File: src/rtl/shiftrow_pkg.sv
// Shared definitions for the ShiftRows pipeline: buffer states, NB legality,
// row shift offsets and byte addressing of the column-major state.
package shiftrow_pkg;

    localparam int COUNT_W = 16;

    typedef enum logic [1:0] {
        EMPTY = 2'd0,
        ONE   = 2'd1,
        FULL  = 2'd2
    } buf_state_e;

    function automatic bit nb_legal(input int nb);
        return (nb == 4) || (nb == 6) || (nb == 8);
    endfunction

    // Rijndael row offsets; only the 256-bit block uses the wider 3/4 shifts.
    function automatic int shift_of(input int r, input int nb);
        case (r)
            0:       return 0;
            1:       return 1;
            2:       return (nb == 8) ? 3 : 2;
            default: return (nb == 8) ? 4 : 3;
        endcase
    endfunction

    function automatic int byte_idx(input int r, input int c);
        return 4 * c + r;
    endfunction

    // Byte 0 sits in the most significant position of the state vector.
    function automatic int byte_msb(input int nb, input int k);
        return 32 * nb - 1 - 8 * k;
    endfunction

endpackage

File: src/rtl/shiftrow_perm.sv
// Combinational ShiftRows / InvShiftRows byte permutation.
// Inverse direction is only built when SHIFTROW_INV_EN is defined.
module shiftrow_perm
    import shiftrow_pkg::*;
#(
    parameter int NB = 4
) (
    input  logic [32*NB-1:0] state,
    input  logic             inv,
    output logic [32*NB-1:0] result
);

    for (genvar c = 0; c < NB; c++) begin : g_col
        for (genvar r = 0; r < 4; r++) begin : g_row
            localparam int DST     = byte_msb(NB, byte_idx(r, c));
            localparam int FWD_SRC = byte_msb(NB, byte_idx(r, (c + shift_of(r, NB)) % NB));
`ifdef SHIFTROW_INV_EN
            localparam int INV_SRC = byte_msb(NB, byte_idx(r, (c + NB - shift_of(r, NB)) % NB));
            assign result[DST -: 8] = inv ? state[INV_SRC -: 8] : state[FWD_SRC -: 8];
`else
            assign result[DST -: 8] = state[FWD_SRC -: 8];
`endif
        end
    end

`ifndef SHIFTROW_INV_EN
    // Forward-only build: the direction input is kept on the port but unused.
    logic unused_inv;
    assign unused_inv = inv;
`endif

endmodule

File: src/rtl/shiftrow_pipe.sv
// One-cycle ShiftRows stage with a 2-entry (main + skid) output buffer.
// Define SHIFTROW_INV_EN to also build InvShiftRows selected by in_inv.
module shiftrow_pipe
    import shiftrow_pkg::*;
#(
    parameter int NB    = 4,
    parameter int TAG_W = 4
) (
    input  logic               clk,
    input  logic               rst,
    input  logic               in_valid,
    output logic               in_ready,
    input  logic [32*NB-1:0]   in_state,
    input  logic               in_inv,
    input  logic [TAG_W-1:0]   in_tag,
    output logic               out_valid,
    input  logic               out_ready,
    output logic [32*NB-1:0]   out_state,
    output logic [TAG_W-1:0]   out_tag,
    output logic [COUNT_W-1:0] count
);

    localparam int SW = 32 * NB;

    if (!nb_legal(NB)) begin : g_bad_nb
        $error("shiftrow_pipe: NB must be 4, 6 or 8");
    end

    // Handshake: a transfer happens on any rising edge where valid and ready are
    // both 1. Producers hold valid/data until the transfer; in_ready is a flop
    // that is low only while both entries are occupied.
    logic [SW-1:0] perm_state;

    shiftrow_perm #(.NB(NB)) u_perm (
        .state  (in_state),
        .inv    (in_inv),
        .result (perm_state)
    );

    buf_state_e         state_q, state_d;
    logic [SW-1:0]      main_data_q, skid_data_q;
    logic [TAG_W-1:0]   main_tag_q, skid_tag_q;
    logic               in_ready_q;
    logic [COUNT_W-1:0] count_q;

    logic in_fire, out_fire;
    logic load_main_in, load_main_skid, load_skid;

    assign in_ready  = in_ready_q;
    assign out_valid = (state_q != EMPTY);
    assign out_state = main_data_q;
    assign out_tag   = main_tag_q;
    assign count     = count_q;

    assign in_fire  = in_valid & in_ready_q;
    assign out_fire = out_valid & out_ready;

    always_comb begin
        state_d        = state_q;
        load_main_in   = 1'b0;
        load_main_skid = 1'b0;
        load_skid      = 1'b0;
        case (state_q)
            EMPTY: begin
                if (in_fire) begin
                    state_d      = ONE;
                    load_main_in = 1'b1;
                end
            end
            ONE: begin
                if (in_fire && out_fire) begin
                    load_main_in = 1'b1;
                end else if (in_fire) begin
                    state_d   = FULL;
                    load_skid = 1'b1;
                end else if (out_fire) begin
                    state_d = EMPTY;
                end
            end
            FULL: begin
                // in_ready is low here, so only the drain path can fire.
                if (out_fire) begin
                    state_d        = ONE;
                    load_main_skid = 1'b1;
                end
            end
            default: begin
                state_d = EMPTY;
            end
        endcase
    end

    always_ff @(posedge clk) begin
        if (rst) begin
            state_q     <= EMPTY;
            in_ready_q  <= 1'b1;
            main_data_q <= '0;
            main_tag_q  <= '0;
            skid_data_q <= '0;
            skid_tag_q  <= '0;
            count_q     <= '0;
        end else begin
            state_q    <= state_d;
            in_ready_q <= (state_d != FULL);
            if (load_main_in) begin
                main_data_q <= perm_state;
                main_tag_q  <= in_tag;
            end else if (load_main_skid) begin
                main_data_q <= skid_data_q;
                main_tag_q  <= skid_tag_q;
            end
            if (load_skid) begin
                skid_data_q <= perm_state;
                skid_tag_q  <= in_tag;
            end
            if (out_fire) begin
                count_q <= count_q + 1'b1;
            end
        end
    end

endmodule

File: config.mk
export PLATFORM = sky130hd
export DESIGN_NAME = shiftrow_pipe
export DESIGN_NICKNAME = d
export VERILOG_FILES = /design/src/rtl/shiftrow_pkg.sv /design/src/rtl/shiftrow_perm.sv /design/src/rtl/shiftrow_pipe.sv
export SDC_FILE = /design/constraint.sdc
export NUM_CORES = 1
export LEC_CHECK = 0
export CAP_MARGIN = 0
export CELL_PAD_IN_SITES_DETAIL_PLACEMENT = 0
export CELL_PAD_IN_SITES_GLOBAL_PLACEMENT = 1
export CORE_UTILIZATION = 33
export DETAILED_ROUTE_END_ITERATION = 12
export PLACE_DENSITY = 0.85
export SLEW_MARGIN = 40
export SYNTH_ARGS = -nofsm -noshare
export SYNTH_HDL_FRONTEND = slang
export SYNTH_SLANG_ARGS = --single-unit
File: constraint.sdc
create_clock -name clk -period 1.7 [get_ports clk]
set_input_delay 0.255 -clock clk [delete_from_list [all_inputs] [get_ports clk]]
set_output_delay 0.255 -clock clk [all_outputs]
set_load 0.005 [all_outputs]
==> metrics.csv, run 1 <==
stage,metric,value,unit
critical_path,crit_type,flop to primary output,
cts,cts_hold_buf,0,
timing,tightest_slew,0.449,ns
floorplan,dieArea,34500,µm²
cts,clk_pin_slew_worst_paths,0.06,ns
critical_path,start_kind,flop,
logic_synthesis,syn_avg_cell_area,8.83,µm²
global_route,overflow,0,
global_route,grt_pass1_wl,49200,µm
global_route,antenna_found_initial,1,
critical_path,path_buf_inv,1,
logic_synthesis,synth_top_family_by_area,simple AND/OR/NAND/NOR gates,
critical_path,arrival,1.41,ns
cells_and_area,syn2layout_area_growth,46.8,%
cts,cts_made_buffers,30,
global_route,grt_pass1_vias,9599,
logic_synthesis,synth_compound_area_frac,0.156,
timing,finalSetupTns,0,ns
placed_design,io_buffer_count,285,
cts,h-tree-depth,1,
critical_path,crit_family,buffers and inverters,
cells_and_area,nNetsFinal,1709,
floorplan,die_h,186,µm
logic_synthesis,synth_flop_cell,dfxtp_1,
timing,slew_headroom,0.701,
timing,fmax,600,MHz
timing,finalCritPeriodShare,0.981,
logic_synthesis,ys_types,36,
timing,drv_slew,0,
logic_synthesis,synthMuxAreaShare,0.121,
critical_path,crit_path_end_kind,primary output,
power_and_ir_drop,vdd_drop_max,0.000847,V
cells_and_area,drive_above_1_share,0.122,
critical_path,cpMaxStageDelayCell,clkdlybuf4s50_1,
route,avgRoutedWirePerCell,15.5,µm
placed_design,place_hpwl,21700,µm
route,via_count,9871,
critical_path,timing.reg2reg.setup_slack,0.05,ns
global_route,track_usage,0.175,
logic_synthesis,synth_nets,1400,
floorplan,start_util,0.339,
outcome,outcome,completed,
logic_synthesis,synthAdderAreaFrac,0.00112,
critical_path,max_stage_delay,0.54,ns
timing,fin_crit,1.67,ns
floorplan,core.rowCount,66,
cells_and_area,fill_cells,3122,
logic_synthesis,synth-seq-cells,283,
route,drt-pass1-iter-count,5,
timing,rsz0062_at_grt,no,
global_route,grt_max_degree,59,
critical_path,required,1.44,ns
power_and_ir_drop,p_leak,0.00752,µW
floorplan,core_area,32900,µm²
logic_synthesis,syn_area,11100,µm²
timing,fin_worst_skew,0.00541,ns
route,drc,0,
floorplan,die_w,186,µm
route,finalWirelength,31500,µm
cts,cts_tree,built,
cts,cts_max_path_buffers,3,
route,antenna_left,0,
logic_synthesis,synth-simple-area-share,0.158,
placed_design,gp_congestion,0.765,
critical_path,crit_chain,clkdlybuf4s50_1,
route,drt-initial-drc-count,582,
route,vias_per_cell,4.85,
cells_and_area,multi_input_area,5020,µm²
logic_synthesis,synth_xor_area_frac,0.00864,
job,max_cap_violations,0,
cts,clkLatencyLatePin,0.55,ns
power_and_ir_drop,power_density,997,nW/µm²
placed_design,dp_worst_setup_slack,-0.361,ns
logic_synthesis,synthCells,1262,
logic_synthesis,seq_area_frac_synth,0.508,
timing,hold_viol,0,
min_path,min_path_type,primary input to flop,
critical_path,critPathMaxFanout,2,
timing,finalSetupViolations,0,
logic_synthesis,yosys_warnings,0,
logic_synthesis,synth_edf_count,0,
cts,ctsRootBufferMaster,clkbuf_16,
timing,finalWorstSetupSlack,0.0330,ns
floorplan,io_pins,287,
cells_and_area,final-seq-area,5720,µm²
logic_synthesis,async_reset_ff_frac,0,
cts,clock-sinks,283,
==> final cells by class <==
class,instances,share of cell area
sequential,283,0.349
timing repair buffer,384,0.246
multi-input combinational,869,0.307
clock buffer,45,0.0543
clock inverter,10,0.00918
antenna,1,0.000153
tap,442,0.0338
inverter,3,0.000688
==> layout by cell type, fill, tap and decap left out, types with 27 or more instances in the layout <==
cell and n:
a21oi_1 136, buf_12 28, dfxtp_1 251, mux2i_1 134, dfxtp_2 27, buf_4 70
dlygate4sd2_1 38, nor2_1 146, dlymetal6s2s_1 44, clkbuf_16 31, a211oi_1 132, nand2_1 271
clkdlybuf4s50_1 201
==> Yosys cell counts, types with 2 or more instances <==
| cell | number | area, µm² |
|---|---|---|
| buf_1 | 2 | 7.51 |
| xnor2_1 | 6 | 52.6 |
| nand4_1 | 5 | 31.3 |
| xor2_1 | 5 | 43.8 |
| o21ai_0 | 4 | 20.0 |
| nand2_1 | 272 | 1020 |
| a211oi_1 | 132 | 991 |
| buf_2 | 44 | 220 |
| clkbuf_1 | 48 | 180 |
| nor2_1 | 146 | 548 |
| nand3_1 | 3 | 15.0 |
| nor3_1 | 2 | 10.0 |
| nor4_1 | 2 | 12.5 |
| and4_1 | 3 | 26.3 |
| or3_1 | 4 | 25.0 |
| dfxtp_1 | 283 | 5670 |
| inv_1 | 3 | 11.3 |
| buf_4 | 11 | 82.6 |
| a21oi_1 | 137 | 686 |
| mux2i_1 | 134 | 1340 |
==> layer usage <==
layer	up-vias	track usage	share of wire
li1	4952	-	-
met1	4618	0.220	0.43
met2	252	0.295	0.48
met3	49	0.0417	0.065
met4	0	0.0548	0.026
met5	-	0	0
==> metrics by stage <==
step                utilization  hold slack, ns  cells  power, µW  instance area, µm²
floorplan                     -           0.391   1262       8260               11200
global placement          0.461           0.440   1979       9660               15200
detailed placement        0.461           0.446   1979       9710               15200
CTS                       0.493           0.180   2036      16500               16200
global route              0.498           0.202   2037      17000               16400
finish                    0.498           0.181   2037      16300               16400
==> registers in the layout, indices dropped and copies added, names as in the netlist <==
register	count
in_ready	1
state_q	2
out_tag	4
skid_data_q	128
out_state	128
count	16
skid_tag_q	4
==> what timing repair did <==
item                                    4_1_cts  5_1_grt
resized for setup                            70       57
setup buffers                                 2        0
endpoints found under the setup margin       49       73
==> cells by family after synthesis <==
kind of cell / after synthesis
buffers and inverters: 110
flip-flops: 283
adder cells (fa/ha/maj): 1
AND/OR/NAND/NOR: 445
AO/OA/AOI/OAI: 277
XOR/XNOR: 11
multiplexers: 135
==> power breakdown <==
part	switching, µW	internal (µW)
clock	2630	4190
sequential	215	7030
combinational	998	1250
==> final timing paths <==
kind,start,endpoint,cells after the start
max,out_state[37]$_SDFFE_PP0P_,out_state[37],1
min,rst,count[6]$_SDFFE_PP0P_,2
min reg2reg,skid_data_q[56]$_SDFFE_PP0P_,skid_data_q[56]$_SDFFE_PP0P_,2
max reg2reg,count[0]$_SDFFE_PP0P_,count[14]$_SDFFE_PP0P_,5
No activity file was read; power rests on OpenSTA's default activity.
==> run 2: changes to the inputs <==
HOLD_SLACK_MARGIN = 0.02   (was default)
==> results of run 2 <==
Same layout as run 1: the final DEF is identical, and so are final timing and power.
==> run 3: changes to the inputs <==
ABC_AREA = 1   (was default)
CORE_UTILIZATION = 31   (was 33)
PLACE_DENSITY = 0.83   (was 0.85)
==> run 3 against run 2 <==
Net effect:
- critical endpoint is now out_state[95]
- largest power group unchanged
- total power is 8.2% higher
- clock skew is 0.0047 ns higher
- final cell count is 23% higher
- clock-buffer cell count is 11 higher
- core utilization is 5.2 points lower
- critical path depth stayed put
- largest cell class unchanged
- cell area is 2.7% higher
==> metrics.csv, run 3 <==
stage,metric,value,unit,change
global_route,grt_max_degree,134,,was 59
cells_and_area,syn2layout_area_growth,41.8,%,was 46.8%
critical_path,rr_endpoint,skid_data_q[63]$_SDFFE_PP0P_,,was count[14]$_SDFFE_PP0P_
floorplan,die_h,198,µm,was 186 µm
cts,cts_made_buffers,34,,was 30
cells_and_area,final_area,16800,µm²,was 16400 µm²
power_and_ir_drop,finalPower,17700,µW,was 16300 µW
min_path,min_path_type,primary input to flop,,unchanged
logic_synthesis,synthTopCellsByArea,"dfxtp_1 48%, nand2_1 10%, nor2_1 9.4%",,"was dfxtp_1 51%, mux2i_1 12%, nand2_1 9.2%"
global_route,grt_util_met3,0.0355,,was 0.0417
critical_path,rr_startpoint,state_q[1]$_SDFF_PP0_,,was count[0]$_SDFFE_PP0P_
cts,cts_max_path_buffers,3,,unchanged
placed_design,place_area,15700,µm²,was 15200 µm²
logic_synthesis,synthCells,1716,,was 1262
floorplan,core.rowCount,71,,was 66
timing,finalWorstSetupSlack,0.0373,ns,was 0.0330 ns
logic_synthesis,ys_types,25,,was 36
timing,worst_hold_slack,0.347,ns,was 0.181 ns
route,drt-initial-drc-count,628,,was 582
route,via_count,11600,,was 9871
route,vias_per_cell,4.64,,was 4.85
critical_path,path_buf_inv,1,,unchanged
cells_and_area,antenna_cells,0,,was 1
critical_path,required,1.44,ns,about the same
timing,tightest_slew,0.545,ns,was 0.449 ns
logic_synthesis,syn_area,11900,µm²,was 11100 µm²
critical_path,cpMaxStageDelayCell,clkdlybuf4s50_1,,unchanged
logic_synthesis,syn_avg_cell_area,6.91,µm²,was 8.83 µm²
cts,clock-sinks,283,,unchanged
timing,fmax,601,MHz,was 600 MHz
cts,clkLatencyLatePin,0.51,ns,was 0.55 ns
critical_path,arrival,1.41,ns,about the same
cells_and_area,final_common_cell,nand2_1,,unchanged
timing,drv_slew,0,,unchanged
critical_path,critPathMaxFanout,2,,unchanged
cells_and_area,mostFrequentLayoutCells,"323 x nand2_1, 297 x nor2_1, 272 x clkdlybuf4s50_1",,"was 271 x nand2_1, 251 x dfxtp_1, 201 x clkdlybuf4s50_1"
power_and_ir_drop,switchingPower,4500,µW,was 3850 µW
power_and_ir_drop,p_sw_frac,0.255,,was 0.236
placed_design,place_inst,2453,,was 1979
placed_design,gp_congestion,0.792,,was 0.765
floorplan,die_w,198,µm,was 186 µm
route,antenna_left,0,,unchanged
power_and_ir_drop,clkPwrFrac,0.406,,was 0.418
timing,rsz0062_at_grt,no,,unchanged
timing,fin_crit,1.66,ns,was 1.67 ns
critical_path,crit_family,buffers and inverters,,unchanged
min_path,hold_path_end,out_state[103]$_SDFFE_PP0P_,,was count[6]$_SDFFE_PP0P_
global_route,antenna_found_initial,0,,was 1
timing,finalCritPeriodShare,0.978,,was 0.981
min_path,holdCritStartpoint,in_state[7],,was rst
timing,finalSetupViolations,0,,unchanged
global_route,grt_pass1_wl,55300,µm,was 49200 µm
global_route,grtUsageMet1,0.233,,was 0.220
logic_synthesis,async_reset_ff_frac,0,,unchanged
power_and_ir_drop,vdd_drop_max,0.000597,V,was 0.000847 V
placed_design,dp_worst_setup_slack,-0.297,ns,was -0.361 ns
route,avgRoutedWirePerCell,13.9,µm,was 15.5 µm
cts,h-tree-depth,2,,was 1
cts,ctsRootBufferMaster,clkbuf_16,,unchanged
power_and_ir_drop,p_int,13200,µW,was 12500 µW
power_and_ir_drop,p_seq_frac,0.425,,was 0.444
logic_synthesis,synth_commonest_cells,"323 x nand2_1, 297 x nor2_1, 283 x dfxtp_1",,"was 283 x dfxtp_1, 272 x nand2_1, 146 x nor2_1"
cts,cts_tree,built,,unchanged
timing,slew_headroom,0.637,,was 0.701
critical_path,timing.reg2reg.setup_slack,0.13,ns,was 0.05 ns
power_and_ir_drop,p_leak,0.00676,µW,was 0.00752 µW
job,max_cap_violations,0,,unchanged
placed_design,place_hpwl,22700,µm,was 21700 µm
floorplan,io_pins,287,,unchanged
timing,fin_worst_skew,0.0102,ns,was 0.00541 ns
floorplan,dieArea,39000,µm²,was 34500 µm²
critical_path,crit_type,flop to primary output,,unchanged
logic_synthesis,yosys_warnings,0,,unchanged
cells_and_area,fin_cells,2511,,was 2037
logic_synthesis,synth_nets,1854,,was 1400
critical_path,crit_path_end_kind,primary output,,unchanged
global_route,track_usage,0.174,,was 0.175
route,drc,0,,unchanged
global_route,top_usage_layer,met2,,unchanged
logic_synthesis,synth_flop_cell,dfxtp_1,,unchanged
logic_synthesis,yosys.area.top_type,dfxtp_1,,unchanged
power_and_ir_drop,p_comb_frac,0.169,,was 0.138
logic_synthesis,netlist.area_leader.share,0.478,,was 0.508
logic_synthesis,synth_edf_count,0,,unchanged
cells_and_area,drive_above_1_share,0.0735,,was 0.122
logic_synthesis,seq_area_frac_synth,0.478,,was 0.508
floorplan,core_area,37700,µm²,was 32900 µm²
placed_design,io_buffer_count,285,,unchanged
min_path,min_delay_path_depth,3,,was 2
route,finalWirelength,34900,µm,was 31500 µm
route,drt-pass1-iter-count,6,,was 5
cts,clk_pin_slew_worst_paths,0.06,ns,about the same
critical_path,max_stage_delay,0.56,ns,was 0.54 ns
global_route,grt_pass1_vias,10800,,was 9599
floorplan,start_util,0.315,,was 0.339
critical_path,crit_chain,clkdlybuf4s50_1,,unchanged
logic_synthesis,synth-seq-cells,283,,unchanged
outcome,outcome,completed,,unchanged
logic_synthesis,yosys.cell_count.top_type,nand2_1,,was dfxtp_1
power_and_ir_drop,power_density,1050,nW/µm²,was 997 nW/µm²
timing,hold_viol,0,,unchanged
global_route,grt_use_met2,0.283,,was 0.295
cells_and_area,fill_cells,3798,,was 3122
global_route,overflow,0,,unchanged
critical_path,start_kind,flop,,unchanged
critical_path,reg2regPathDepth,6,,was 5
cells_and_area,nNetsFinal,2116,,was 1709
[run 3: cell types whose count changed in the layout (fill, tap and decap cells not counted), sizes merged, moves of 37 or more]
cell           previous run  this run
dlymetal6s2s             44         7
nand3                     4       143
mux2i                   134         0
inv                       3       149
nor2                    146       300
a211oi                  132         0
clkdlybuf4s50           201       272
o21ai                     5       243
nand2                   272       325
[run 3: layer usage]
metal	wire length, µm	part of all wire	vias to the layer above
met5	0	0	-
met4	637	0.018	0
met3	2090	0.060	44
met2	16000	0.46	295
met1	16100	0.46	5302
li1	-	-	5998
[run 3: cell type report]
cell class,instances,area [µm²],share of cell area
inverter,149,566,0.0336
multi-input combinational,1157,5080,0.302
clock buffer,56,1060,0.0633
timing repair buffer,353,3720,0.222
tap,511,639,0.0380
clock inverter,2,38.8,0.00231
sequential,283,5690,0.339
[run 3: cell families after synthesis]
logic type	Yosys count	synth area share
AND/OR/NAND/NOR	770	0.261
AO/OA/AOI/OAI	385	0.163
flip-flops	283	0.478
buffers and inverters	276	0.0957
XOR/XNOR	1	0.000739
adder cells (fa/ha/maj)	1	0.00106
[run 3: worst max-delay path by stage]
stage | start | to | slack (ns) | cells past startpoint
after floorplan | state_q[0]$_SDFF_PP0_ | skid_data_q[49]$_SDFFE_PP0P_ | 0.31 | 8
after global placement | in_valid | state_q[1]$_SDFF_PP0_ | -0.30 | 9
after detailed placement | in_valid | state_q[1]$_SDFF_PP0_ | -0.30 | 9
after CTS | out_state[96]$_SDFFE_PP0P_ | out_state[96] | 0.002 | 1
after global routing | out_state[0]$_SDFFE_PP0P_ | out_state[0] | 0.0004 | 1
final | out_state[95]$_SDFFE_PP0P_ | out_state[95] | 0.04 | 1
[run 3: repair_timing]
| action | in CTS | in global routing |
|---|---|---|
| setup buffers | 0 | 0 |
| setup endpoints to repair | 17 | 13 |
| cloned | 0 | 0 |
| gates resized for setup | 22 | 13 |
| hold buffers | 0 | 0 |
[run 3: stage by stage]
step            util  TNS [ns]
2_1_floorplan      -         0
3_3_place_gp   0.416    -42.88
3_5_place_dp   0.416    -45.65
4_1_cts        0.446         0
5_1_grt        0.446         0
6_report       0.446         0
[run 3: power groups by stage]
stage | logic (µW) | registers (µW) | clock network [µW]
after global routing | 3340 | 7560 | 7680
final | 2990 | 7500 | 7160
after detailed placement | 3020 | 7640 | 0
after global placement | 2960 | 7630 | 0
after floorplan | 1380 | 7590 | 0
after CTS | 3030 | 7500 | 7370
